[src/rtl/ip_sequencer.sv]
// ip_sequencer: sole writer of the instruction pointer. It runs one fetch handshake
// per instruction, waits for one branch decision from decode, and then pulses the
// IP update with either STEP or the signed branch offset.
// Optional feature: define IP_SEQ_STATS_EN to add the instr_count and taken_count
// outputs. Both counters saturate.
module ip_sequencer #(
  parameter int unsigned WORD_SIZE = 16,
  parameter int unsigned STEP      = 1
) (
  input  logic                 clk,
  input  logic                 reset_n,
  input  logic                 run,
  input  logic                 restart,
  input  logic                 halt,
  input  logic [WORD_SIZE-1:0] ip,
  output logic                 fetch_req,
  output logic [WORD_SIZE-1:0] fetch_addr,
  input  logic                 fetch_ack,
  output logic                 branch_ready,
  input  logic                 branch_valid,
  input  logic                 branch_taken,
  input  logic [WORD_SIZE-1:0] branch_offset,
  output logic [WORD_SIZE-1:0] adj,
  output logic                 update_enable,
  output logic                 reset_enable,
  output logic [2:0]           state
`ifdef IP_SEQ_STATS_EN
  ,
  output logic [15:0]          instr_count,
  output logic [15:0]          taken_count
`endif
);

  typedef enum logic [2:0] {
    StClear  = 3'd0,
    StIdle   = 3'd1,
    StFetch  = 3'd2,
    StDecode = 3'd3,
    StUpdate = 3'd4,
    StHalted = 3'd5
  } state_e;

  state_e               state_q;
  logic [WORD_SIZE-1:0] adj_q;
  logic                 update_enable_q;
  logic                 reset_enable_q;

  // Sequencer FSM. Reset and restart both park in StClear so that the IP clears on
  // the edge that ends the StClear cycle.
  always_ff @(posedge clk) begin
    if (!reset_n || restart) begin
      state_q         <= StClear;
      adj_q           <= '0;
      update_enable_q <= 1'b0;
      reset_enable_q  <= 1'b1;
    end else begin
      reset_enable_q <= 1'b0;
      case (state_q)
        StClear: state_q <= StIdle;
        StIdle: begin
          if (run && !halt) state_q <= StFetch;
        end
        // A started fetch always completes. run is not sampled here.
        StFetch: begin
          if (fetch_ack) state_q <= StDecode;
        end
        StDecode: begin
          if (branch_valid) begin
            adj_q           <= branch_taken ? branch_offset : WORD_SIZE'(STEP);
            update_enable_q <= 1'b1;
            state_q         <= StUpdate;
          end
        end
        StUpdate: begin
          update_enable_q <= 1'b0;
          adj_q           <= '0;
          if (halt)      state_q <= StHalted;
          else if (!run) state_q <= StIdle;
          else           state_q <= StFetch;
        end
        StHalted: begin
          if (!halt) state_q <= StIdle;
        end
        default: begin
          state_q         <= StClear;
          update_enable_q <= 1'b0;
          reset_enable_q  <= 1'b1;
        end
      endcase
    end
  end

`ifdef IP_SEQ_STATS_EN
  logic [15:0] instr_count_q;
  logic [15:0] taken_count_q;
  logic        taken_q;

  // Statistics: the decision is latched in decode, then counted in the update cycle.
  always_ff @(posedge clk) begin
    if (!reset_n || restart) begin
      instr_count_q <= '0;
      taken_count_q <= '0;
      taken_q       <= 1'b0;
    end else begin
      if (state_q == StDecode && branch_valid) taken_q <= branch_taken;
      if (state_q == StUpdate) begin
        if (instr_count_q != 16'hFFFF) instr_count_q <= instr_count_q + 16'd1;
        if (taken_q && taken_count_q != 16'hFFFF) taken_count_q <= taken_count_q + 16'd1;
      end
    end
  end

  assign instr_count = instr_count_q;
  assign taken_count = taken_count_q;
`endif

  // The fetch and decode handshakes are Moore outputs. The IP controls are registered.
  assign fetch_req     = (state_q == StFetch);
  assign fetch_addr    = fetch_req ? ip : '0;
  assign branch_ready  = (state_q == StDecode);
  assign adj           = adj_q;
  assign update_enable = update_enable_q;
  assign reset_enable  = reset_enable_q;
  assign state         = state_q;

endmodule

[config.mk]
export PLATFORM = sky130hd
export DESIGN_NAME = ip_sequencer
export DESIGN_NICKNAME = d
export VERILOG_FILES = /design/src/rtl/ip_sequencer.sv
export SDC_FILE = /design/constraint.sdc
export NUM_CORES = 1
export LEC_CHECK = 0
export ABC_AREA = 0
export CAP_MARGIN = 20
export CORE_ASPECT_RATIO = 0.5
export CORE_UTILIZATION = 30
export DETAILED_ROUTE_END_ITERATION = 7
export HOLD_SLACK_MARGIN = 0.15
export PLACE_DENSITY_LB_ADDON = 0.15
export SETUP_SLACK_MARGIN = 0.02
export SLEW_MARGIN = 20
export SYNTH_ARGS = -nofsm -noshare
export SYNTH_HDL_FRONTEND = slang
export SYNTH_SLANG_ARGS = --single-unit
export TNS_END_PERCENT = 5
[constraint.sdc]
create_clock -name clk -period 1.6 [get_ports clk]
set_input_delay 0.32 -clock clk [delete_from_list [all_inputs] [get_ports clk]]
set_output_delay 0.32 -clock clk [all_outputs]
set_load 0.05 [all_outputs]
* Yosys cells after proc, flatten, opt, wreduce, memory -nomap -nowiden
Index checks and enable logic that the tools add are counted.
** Operators by class
- Eq/ne operators :: 9
- Reductions and logical operators :: 11
- Bitwise logic cells :: 1
- Mux-type cells :: 14
** Operator list (count)
- $mux W16 :: 3
- $pmux W16 S2 :: 1
- $pmux W3 S6 :: 1
- $mux W3 :: 5
- $eq A3 B2 Y1 const B :: 2
- $eq A3 B3 Y1 const B :: 2
- $reduce_or A6 Y1 :: 1
- $ne A2 B1 Y1 const B :: 2
- $ne A2 B2 Y1 const B :: 2
- $reduce_and A2 Y1 :: 2
- $reduce_and A4 Y1 :: 1
- $reduce_or A4 Y1 :: 1
- $eq A3 B1 Y1 const B :: 1
- $logic_not A3 Y1 :: 1
- $logic_not A1 Y1 :: 2
- $mux W1 :: 2
- $mux W2 :: 1
- $pmux W1 S2 :: 1
- $reduce_bool A2 Y1 :: 1
- $logic_and A1 B1 Y1 :: 1
- $logic_or A1 B1 Y1 :: 1
- $not A1 Y1 :: 1
** Storage, ports and cells
- Flip-flop bits (word level) :: 21
- Logic and storage cells :: 39
- Input bits :: 40

* Depth between registers and ports, before layout
- Word-level depth :: 4
- Depth in mapped cells :: 5

* Least setup slack after synthesis
OpenSTA, ideal clock, no wires.
- Path type :: reg2out
- Start :: register state_q[1] (netlist: state[1])
- End :: output port fetch_addr[10]
- Cell stages (with the launch flop) :: 4
- Arrival :: 1901 ps
- Setup slack :: -621 ps
- Required time :: 1280 ps
- Path through :: dfxtp_1 > nor3b_1 > buf_4 > and2_1
** On the way
- Cells in the longest elaborated chain, start to end :: 2
** RTL lines
- from (decl) :: RTL line 43 : state_e state_q;
- from (signal assigned) :: RTL line 52 : state_q <= StClear;
- from (signal assigned) :: RTL line 59 : StClear: state_q <= StIdle;
- from (signal assigned) :: RTL line 61 : if (run && !halt) state_q <= StFetch;
- $eq A3 B2 Y1 :: RTL line 118 : assign fetch_req = (state_q == StFetch);
- via fetch_req :: RTL line 16 : output logic fetch_req,
- $mux W16 :: RTL line 119 : assign fetch_addr = fetch_req ? ip : '0;
- to (decl) :: RTL line 17 : output logic [WORD_SIZE-1:0] fetch_addr,
The timed path passes the listed nets, and every way through them passes these cells.

* Worst setup path in the final report
- Start :: register state_q[0] (netlist: state[0])
- End :: output port fetch_addr[1]
** On the way
- Cells in the longest elaborated chain, start to end :: 2
** RTL lines (RTL line)
- $eq A3 B2 Y1 :: 118
- $mux W16 :: 119
No other way between the ends.

==> impl_metrics.ini <==
[placement]
gp_congestion = 0.7949
dp_hpwl_mm = 2.598
port-buffer-count = 78
preCtsSetupSlack_ps = -55.24
placed_cell_area_mm2 = 0.002087

[global_route]
grt_pass1_wl_mm = 5.043
first_global_vias = 1061
antenna_found_initial = 0
grt_start_max_net_pins = 18
grt.overflow.total = 0
grt_usage = 0.1721

[clock_network]
cts_buffers = 3
cts_buffer_depth = 2
clock_sinks = 21
clk_pin_slew_ps = 70
h-tree-depth = 1
tritoncts = yes
cts-root-buf = clkbuf_8
clk_latency_ps = 250

[timing]
worst_slew_pin_slew_ps = 536.3
finalClockSkew_ps = 1.153
slew_headroom = 0.6411
fin_crit_ps = 1658
rsz0062_at_grt = yes
max_freq_mhz = 603.1
whs_ps = 453.6
finalCritPeriodShare = 1.036
tns_ps = -663.7
finalHoldViolCount = 0
setup_viol = 16
slew_viol_final = 0
worst_slack_ps = -58.00

[detailed_routing]
drtAntennaViolNets = 0
wirelength_mm = 3.199
drt-initial-drc-count = 39
first_pass_iters = 4
drc = 0
vias = 1152
vias_per_cell = 4.840
avgRoutedWirePerCell_um = 13.44

[synth]
synth_seq_area_share = 0.4014
ys_types = 30
syn-cell-area_mm2 = 0.001047
avgSynthCellArea_um2 = 9.268
ys_warn_count = 0
synthCells = 113
synth_flop_cell = dfxtp_1
synthArstFlopShare = 0
synth-seq-cells = 21
synth_edf_count = 0
syn-num-nets = 153

[floorplanning]
io_pins = 79
start_util = 0.3321
core-area_mm2 = 0.003153
std_cell_rows = 14
die_w_um = 85.56
die-height_um = 43.78
fp.dieArea_mm2 = 0.003746

[setup_path]
worstPathRequired_ps = 1280
end_kind = primary output
path_class = register to primary output
slowest_delay_ps = 360
cp_slowest_cell = dfxtp_2
path_max_fanout = 9
startpoint_type = register
arrival_ps = 1340
crit_chain = nor3b_4 > buf_6 > and2_1 > buf_12

[min_path]
hp-class = register to register

[final_layout]
antenna_cells = 0
nets = 239
drive_above_1_share = 0.3838
syn2layout_area_growth_pct = 107.8
fin_area_mm2 = 0.002176

[power_and_ir_drop]
power_density_mw_per_mm2 = 571.8
ir_drop_uv = 361.3
p_leak_nw = 0.8737

[flow_run]
cap_violations = 0

[status]
status = complete, but fails checks
violations = negative setup slack
-- worst paths after layout --
path | start | to | slack [ps] | depth (start not counted)
worst max register to register | state[2]$_SDFFE_PP0P_ | adj[10]$_SDFFE_PP0P_ | 210 | 3
worst max-delay path | state[0]$_SDFFE_PP0P_ | fetch_addr[1] | -60 | 4
worst min-delay path | adj[6]$_SDFFE_PP0P_ | adj[6]$_SDFFE_PP0P_ | 450 | 2
worst min register to register | adj[6]$_SDFFE_PP0P_ | adj[6]$_SDFFE_PP0P_ | 450 | 2
-- cell type report --
class	instances	area [µm²]
Tap cell	40	50.05
Timing Repair Buffer	90	1056
Fill cell	260	977.2
Clock buffer	4	45.04
Sequential cell	21	426.7
Multi-Input combinational cell	83	598.1
-- sequential cells by signal (all words and copies together), names as in the netlist --
signal / cells
adj: 16
reset_enable: 1
state: 3
update_enable: 1
-- synthesized netlist by cell type, types with 2 or more instances --
cell        n  area, µm²
dfxtp_1    21      420.4
and2_1     16      100.1
nand2_1    11      41.29
a21oi_1     9      45.04
a32o_1      8      80.08
nand3_1     7      35.03
nor2_1      4      15.01
nor2b_1     4      25.02
buf_2       3      15.01
buf_4       3      22.52
nand2b_1    3      18.77
nor3b_1     3      22.52
a2bb2oi_1   2      17.52
buf_6       2      22.52
mux2i_1     2      20.02
-- through the flow --
| step | total power, mW | util | cells |
|---|---|---|---|
| final | 1.244 | 0.6901 | 238 |
| after global routing | 1.306 | 0.6901 | 238 |
| after CTS | 1.249 | 0.6825 | 236 |
| after detailed placement | 0.9036 | 0.6619 | 232 |
| after global placement | 0.9004 | 0.6619 | 232 |
| after floorplan | 0.6960 | - | 113 |
-- what timing repair did --
item / in CTS / in global routing
pin swaps: 1 / 1
hold buffers: 0 / 0
cloned: 0 / 1
resized for setup: 6 / 5
buffers inserted: 0 / 1
endpoints found under the setup margin: 16 / 17
-- per-layer routing --
layer	vias to the layer above	wire (µm)	track usage	part of all wire
met1	550	1415	0.2134	0.44
met2	23	1675	0.3232	0.52
met5	-	0	0	0
met4	0	9	0.01000	0.0028
met3	2	98	0.04190	0.031
li1	577	-	-	-
-- power by group --
| part | switching, mW | leakage (nW) | internal, mW |
|---|---|---|---|
| Combinational | 0.160 | 0.680 | 0.210 |
| Clock | 0.163 | 0.0228 | 0.177 |
| Sequential | 0.00617 | 0.171 | 0.528 |
| Total | 0.329 | 0.874 | 0.915 |
-- cell families after synthesis --
kind of cell | count (synthesis) | synth area share
xor gates and xnor gates | 1 | 0.008365
AOI/OAI and AO/OA | 25 | 0.1840
DFF | 21 | 0.4014
buffers and inverters | 9 | 0.06092
and+or+nand+nor | 55 | 0.3261
muxes | 2 | 0.01912
-- critical path, delay by kind of cell, from the launching register on --
kind          cells  cell delay (ps)
simple gates      2              410
flops             1              360
buf+inv           2              310
-- cells in the final DEF (no fill, tap or decap), drive strengths merged, types with 2 or more instances in the layout --
| cell type | Yosys | layout |
|---|---|---|
| a21oi | 9 | 9 |
| a221oi | 2 | 2 |
| a2bb2oi | 2 | 2 |
| a32o | 8 | 8 |
| and2 | 16 | 16 |
| buf | 8 | 51 |
| clkbuf | 1 | 4 |
| clkdlybuf4s50 | 0 | 39 |
| dfxtp | 21 | 21 |
| mux2i | 2 | 2 |
| nand2 | 11 | 11 |
| nand2b | 3 | 3 |
| nand3 | 7 | 7 |
| nor2 | 4 | 4 |
| nor2b | 4 | 4 |
| nor3b | 3 | 3 |
Power figures use the tool's default switching activity.
==> RTL change 1: new RTL, same settings <==
Set the parameter `WORD_SIZE` to 32 (it was 16).
--- a/src/rtl/ip_sequencer.sv
+++ b/src/rtl/ip_sequencer.sv
@@ -4,7 +4,7 @@
 // Optional feature: define IP_SEQ_STATS_EN to add the instr_count and taken_count
 // outputs. Both counters saturate.
 module ip_sequencer #(
-  parameter int unsigned WORD_SIZE = 16,
+  parameter int unsigned WORD_SIZE = 32,
   parameter int unsigned STEP      = 1
 ) (
   input  logic                 clk,
Ports: changed (resized adj, branch_offset, fetch_addr and ip); port bits go from 79 to 143. No check against the original RTL was run, so the function may have changed too.
==> RTL change 1 against the unedited design <==
The run still ends with negative setup slack left. Non-clock buffer count rose by 70. Synthesized area rose by 76%. Synthesized cell count rose by 94%. Worst hold slack improved by 9.4 ps. Design area rose by 78%. Sequential cell count rose by 16. Wire length rose by 100%. Worst setup slack got worse by 6.5 ps. Sequential share of layout area fell by 0.27 points. Power rose by 84%. Largest power group unchanged. Highest routed layer unchanged.
==> RTL change 1: results (changes against the unedited design) <==
- Root buffer selected by CTS: clkbuf_16
- Number of H-tree levels: 2 (+1)
- Cells after Synth: 219 (+94%)
- Bufs w/o clock: 160 (+78%)
- Drt first-iter violations: 104 (+170%)
- Clkbuf count: 5 (+1)
- Syn nets: 291 (+90%)
- Placed Area: 3690 µm² (+77%)
- P_seq: 0.930 mW (+74%)
- Share of layout cells above drive strength 1: 39.4% (+1.1 points)
- Fill cell total of the finished layout: 448 (+72%)
- CTS sink cnt: 37 (+76%)
- Drt via density: 4.91 (+1.4%)
- GP Congestion: 0.817 (+2.7%)
- Lkg Pwr: 1.51 nW (+73%)
- Sequential area share after synthesis: 40.3% (+0.13 points)
- Final Setup Violations: 33 (+17)
- Hpwl dp: 5020 µm (+93%)
- Data buffer area share: 48.9% (+0.35 points)
- Status: complete, but fails checks
- Vias in the first global route: 1961 (+85%)
- Fin nets: 433 (+81%)
- First-pass GRT wire length: 10300 µm (+100%)
- Comb_multi_in: 154 (+86%)
- Commonest cells post-synth: 56 x nand3_1, 37 x dfxtp_1, 33 x a21oi_1, 33 x and2_1
- Multi-input logic area: 998 µm² (+67%)
- Synth area leaders: dfxtp_1 40%, nand3_1 15%, and2_1 11%
- Cts repair resizes: 7 (+1)
- Final wirelength: 6520 µm (+100%)
- Via count: 2125 (+84%)
- Crit Path Max Fanout: 12 (+3)
- Failing checks: negative setup slack
- Hold wc startpoint: adj[25]$_SDFFE_PP0P_
- Final Cell Area: 3870 µm² (+78%)
- Largest register FFs: 32 (+16)
- Worst-skew pair later-pin latency: 270 ps (+20 ps)
- Clock-cell share of area: 3.36% (+1.3 points)
- Slew @ Worst Pin: 250 ps (-287 ps)
- Worst setup margin: -64.5 ps (-6.53 ps)
- CTS clock-pin slew for the worst setup and hold paths: 50 ps (-20 ps)
- Setup Buffers After CTS: 1 (+1)
RTL change 1: changes by cell type after synthesis, sizes merged, moves of 3 or more:
cell,delta
nor3b,-3
nand3,+56
nand2,-8
inv,+3
and2,+17
a32o,-8
dfxtp,+16
clkbuf,+6
a21oi,+24
buf,+10
RTL change 1: routing by layer:
layer	vias to the layer above	routed length (µm)	global-route usage [%]	part of all wire (%)
li1	1042	-	-	-
met1	1003	2750	24.3	42
met2	78	3380	37.7	52
met3	2	358	4.99	5.5
met4	0	35	5.14	0.54
met5	-	0	0	0
RTL change 1: stage by stage:
step | worst slack, ps | power, mW | utilization [%] | setup TNS (ps)
CTS | -84.4 | 2.31 | 68.1 | -2160
finish | -64.5 | 2.29 | 68.2 | -1670
detailed placement | -58.4 | 1.41 | 65.0 | -548
global placement | 29.4 | 1.41 | 65.0 | 0
global route | -128 | 2.38 | 68.2 | -3450
floorplan | 15.8 | 1.12 | - | 0
RTL change 1: worst paths after layout:
path / end / slack (ps)
max reg2reg: adj[5]$_SDFFE_PP0P_ / 300
min: adj[25]$_SDFFE_PP0P_ / 460
max: fetch_addr[29] / -60
min reg2reg: adj[25]$_SDFFE_PP0P_ / 460
RTL change 1: cell families (layout without fill, tap and decap cells):
| logic type | Yosys count | in the layout | synth area share, % |
|---|---|---|---|
| AOI/OAI and AO/OA | 41 | 41 | 12.8 |
| buffers and inverters | 28 | 169 | 10.1 |
| muxes | 2 | 2 | 1.09 |
| DFF | 37 | 37 | 40.3 |
| and+or+nand+nor | 111 | 111 | 35.8 |
RTL change 1: worst max-delay path, stage by stage, from the launching register on:
cell and delay, ps:
dfxtp_4 350, inv_2 50, and3_4 250, buf_12 140, and2_4 150, buf_12 130
==> RTL change 2: new RTL, config.mk and constraints unchanged <==
Made on the original files. Add an input register stage for `branch_offset`; this delays it by one clock. The other inputs are not delayed to match.
--- a/src/rtl/ip_sequencer.sv
+++ b/src/rtl/ip_sequencer.sv
@@ -40,6 +40,12 @@
     StHalted = 3'd5
   } state_e;
 
+  logic [WORD_SIZE-1:0] branch_offset_q;
+
+  always_ff @(posedge clk) begin
+    branch_offset_q <= branch_offset;
+  end
+
   state_e               state_q;
   logic [WORD_SIZE-1:0] adj_q;
   logic                 update_enable_q;
@@ -66,7 +72,7 @@
         end
         StDecode: begin
           if (branch_valid) begin
-            adj_q           <= branch_taken ? branch_offset : WORD_SIZE'(STEP);
+            adj_q           <= branch_taken ? branch_offset_q : WORD_SIZE'(STEP);
             update_enable_q <= 1'b1;
             state_q         <= StUpdate;
           end
Formal check against the unedited RTL: not equivalent (Yosys sat finds a counterexample within 10 cycles, from zero or initial values).
==> RTL change 2 against the unedited design <==
Worst hold slack got worse by 9.7 ps. Wire length is 1.8% lower. Synthesized area is 18% higher. The flow still finishes with violations (negative setup slack). Worst setup slack improved by 21 ps. Power increased by 42%. Sequential cell count rose by 16. Design area rose by 12%. Register-to-register slack worse by 190 ps.
==> RTL change 2: results (changes against the unedited design) <==
- Status: complete, but fails checks
- Failing checks: negative setup slack
- Synth unique cells: 23 (-23%)
- First-pass GRT wire length: 4750 µm (-5.9%)
- GP Congestion: 0.735 (-7.5%)
- Cts repair resizes: 14 (+8)
- Global-route met3 utilization: 5.83% (+1.6 points)
- DR WL met2: 1380 µm (-18%)
- Skew final: 2.55 ps (+1.40 ps)
- Sequential area share after synthesis: 60.2% (+20 points)
- Cts bufs inserted: 5 (+2)
- R2R Setup Slk: 20 ps (-190 ps)
- Fill cell total of the finished layout: 325 (+25%)
- Worst-skew pair later-pin latency: 280 ps (+30 ps)
- Final Setup Violations: 16 (unchanged)
- Worst setup margin: -37.0 ps (+21.0 ps)
- VDD IR max: 0.476 mV (+32%)
- Max Root-Sink Buffers: 2 (unchanged)
- Setup Buffers After CTS: 5 (+5)
- Share of layout cells above drive strength 1: 42.3% (+4.0 points)
- Largest net degree at the start of global routing: 17 (-1)
- Cell count of the worst hold path: 1 (-1)
- Hpwl dp: 2340 µm (-10%)
- DRT met1 WL: 1360 µm (-4.2%)
- Syn nets: 145 (-5.2%)
- Via count: 1103 (-4.3%)
- GRT Util Overall: 14.8% (-2.4 points)
- Synth area leaders: dfxtp_1 60%, a22o_1 11%, and2_1 8.1%
- DR WL met3: 372 µm (+280%)
- CP max stage cell: dfxtp_4
- Met1 usage: 18.1% (-3.3 points)
- Vias in the first global route: 998 (-5.9%)
- Crit Path Max Fanout: 10 (+1)
- Met2 usage: 23.7% (-8.6 points)
- R2r endpoint: adj[14]$_SDFFE_PP0P_
- Drt first-iter violations: 30 (-23%)
- Rel. slew slack: 57.6% (-6.6 points)
- Commonest cells post-synth: 37 x dfxtp_1, 16 x and2_1, 15 x a22o_1
- CP Capture Point: fetch_addr[7]
- R2R cell count: 4 (+1)
- Worst min-delay path class: reg -> reg
- Hold endpoint: adj[10]$_SDFFE_PP0P_
- DP Worst Slack: -297 ps (-242 ps)
- Fin nets: 235 (-1.7%)
- Number of H-tree levels: 2 (+1)
- Hold wc startpoint: branch_offset_q[10]$_DFF_P_
- Lkg Pwr: 1.01 nW (+15%)
==> RTL change 2: changes by cell type in the layout (fill, tap and decap cells not counted), moves of 4 or more <==
cell,unedited run,this run
a32o_1,8,1
a21oi_1,9,5
a22o_1,0,15
and2_2,9,0
nand2_1,11,5
dfxtp_1,18,34
nand3_1,7,0
and2_4,5,16
==> RTL change 2: final cells by class <==
type | count | area, µm² | share of cell area (%)
timing repair buffer | 88 | 1030 | 42.2
sequential | 37 | 752 | 30.9
multi-input combinational | 60 | 489 | 20.1
clock buffer | 6 | 72.6 | 2.98
tap | 54 | 67.6 | 2.77
clock inverter | 2 | 13.8 | 0.565
inverter | 3 | 11.3 | 0.462
==> RTL change 2: stage by stage <==
step | utilization (%) | hold WS [ps] | instance area [µm²] | setup TNS, ps | instances
floorplan | - | 348 | 1270 | -281 | 105
CTS | 63.0 | 444 | 2470 | -1670 | 251
global placement | 58.3 | 423 | 2290 | -3910 | 237
global route | 62.1 | 456 | 2430 | -2170 | 250
finish | 62.1 | 444 | 2430 | -500 | 250
detailed placement | 58.3 | 431 | 2290 | -4510 | 237
==> RTL change 2: cell families (layout without fill, tap and decap cells) <==
family	after synthesis	after routing	share of synthesized area [%]
flops	37	37	60.2
buf+inv	8	99	4.67
simple gates	34	34	17.4
compound gates	26	26	17.8
==> RTL change 2: worst max-delay path, delay by kind of cell (launching register included) <==
| family | cells | cell delay, ps |
|---|---|---|
| flops | 1 | 350 |
| buf+inv | 2 | 290 |
| simple gates | 2 | 390 |
==> RTL change 2: where the power goes <==
part | leakage [nW] | internal, mW | switching [mW]
clock network | 0.0417 | 0.307 | 0.312
logic | 0.658 | 0.128 | 0.0687
registers | 0.307 | 0.942 | 0.00847
total | 1.01 | 1.38 | 0.389
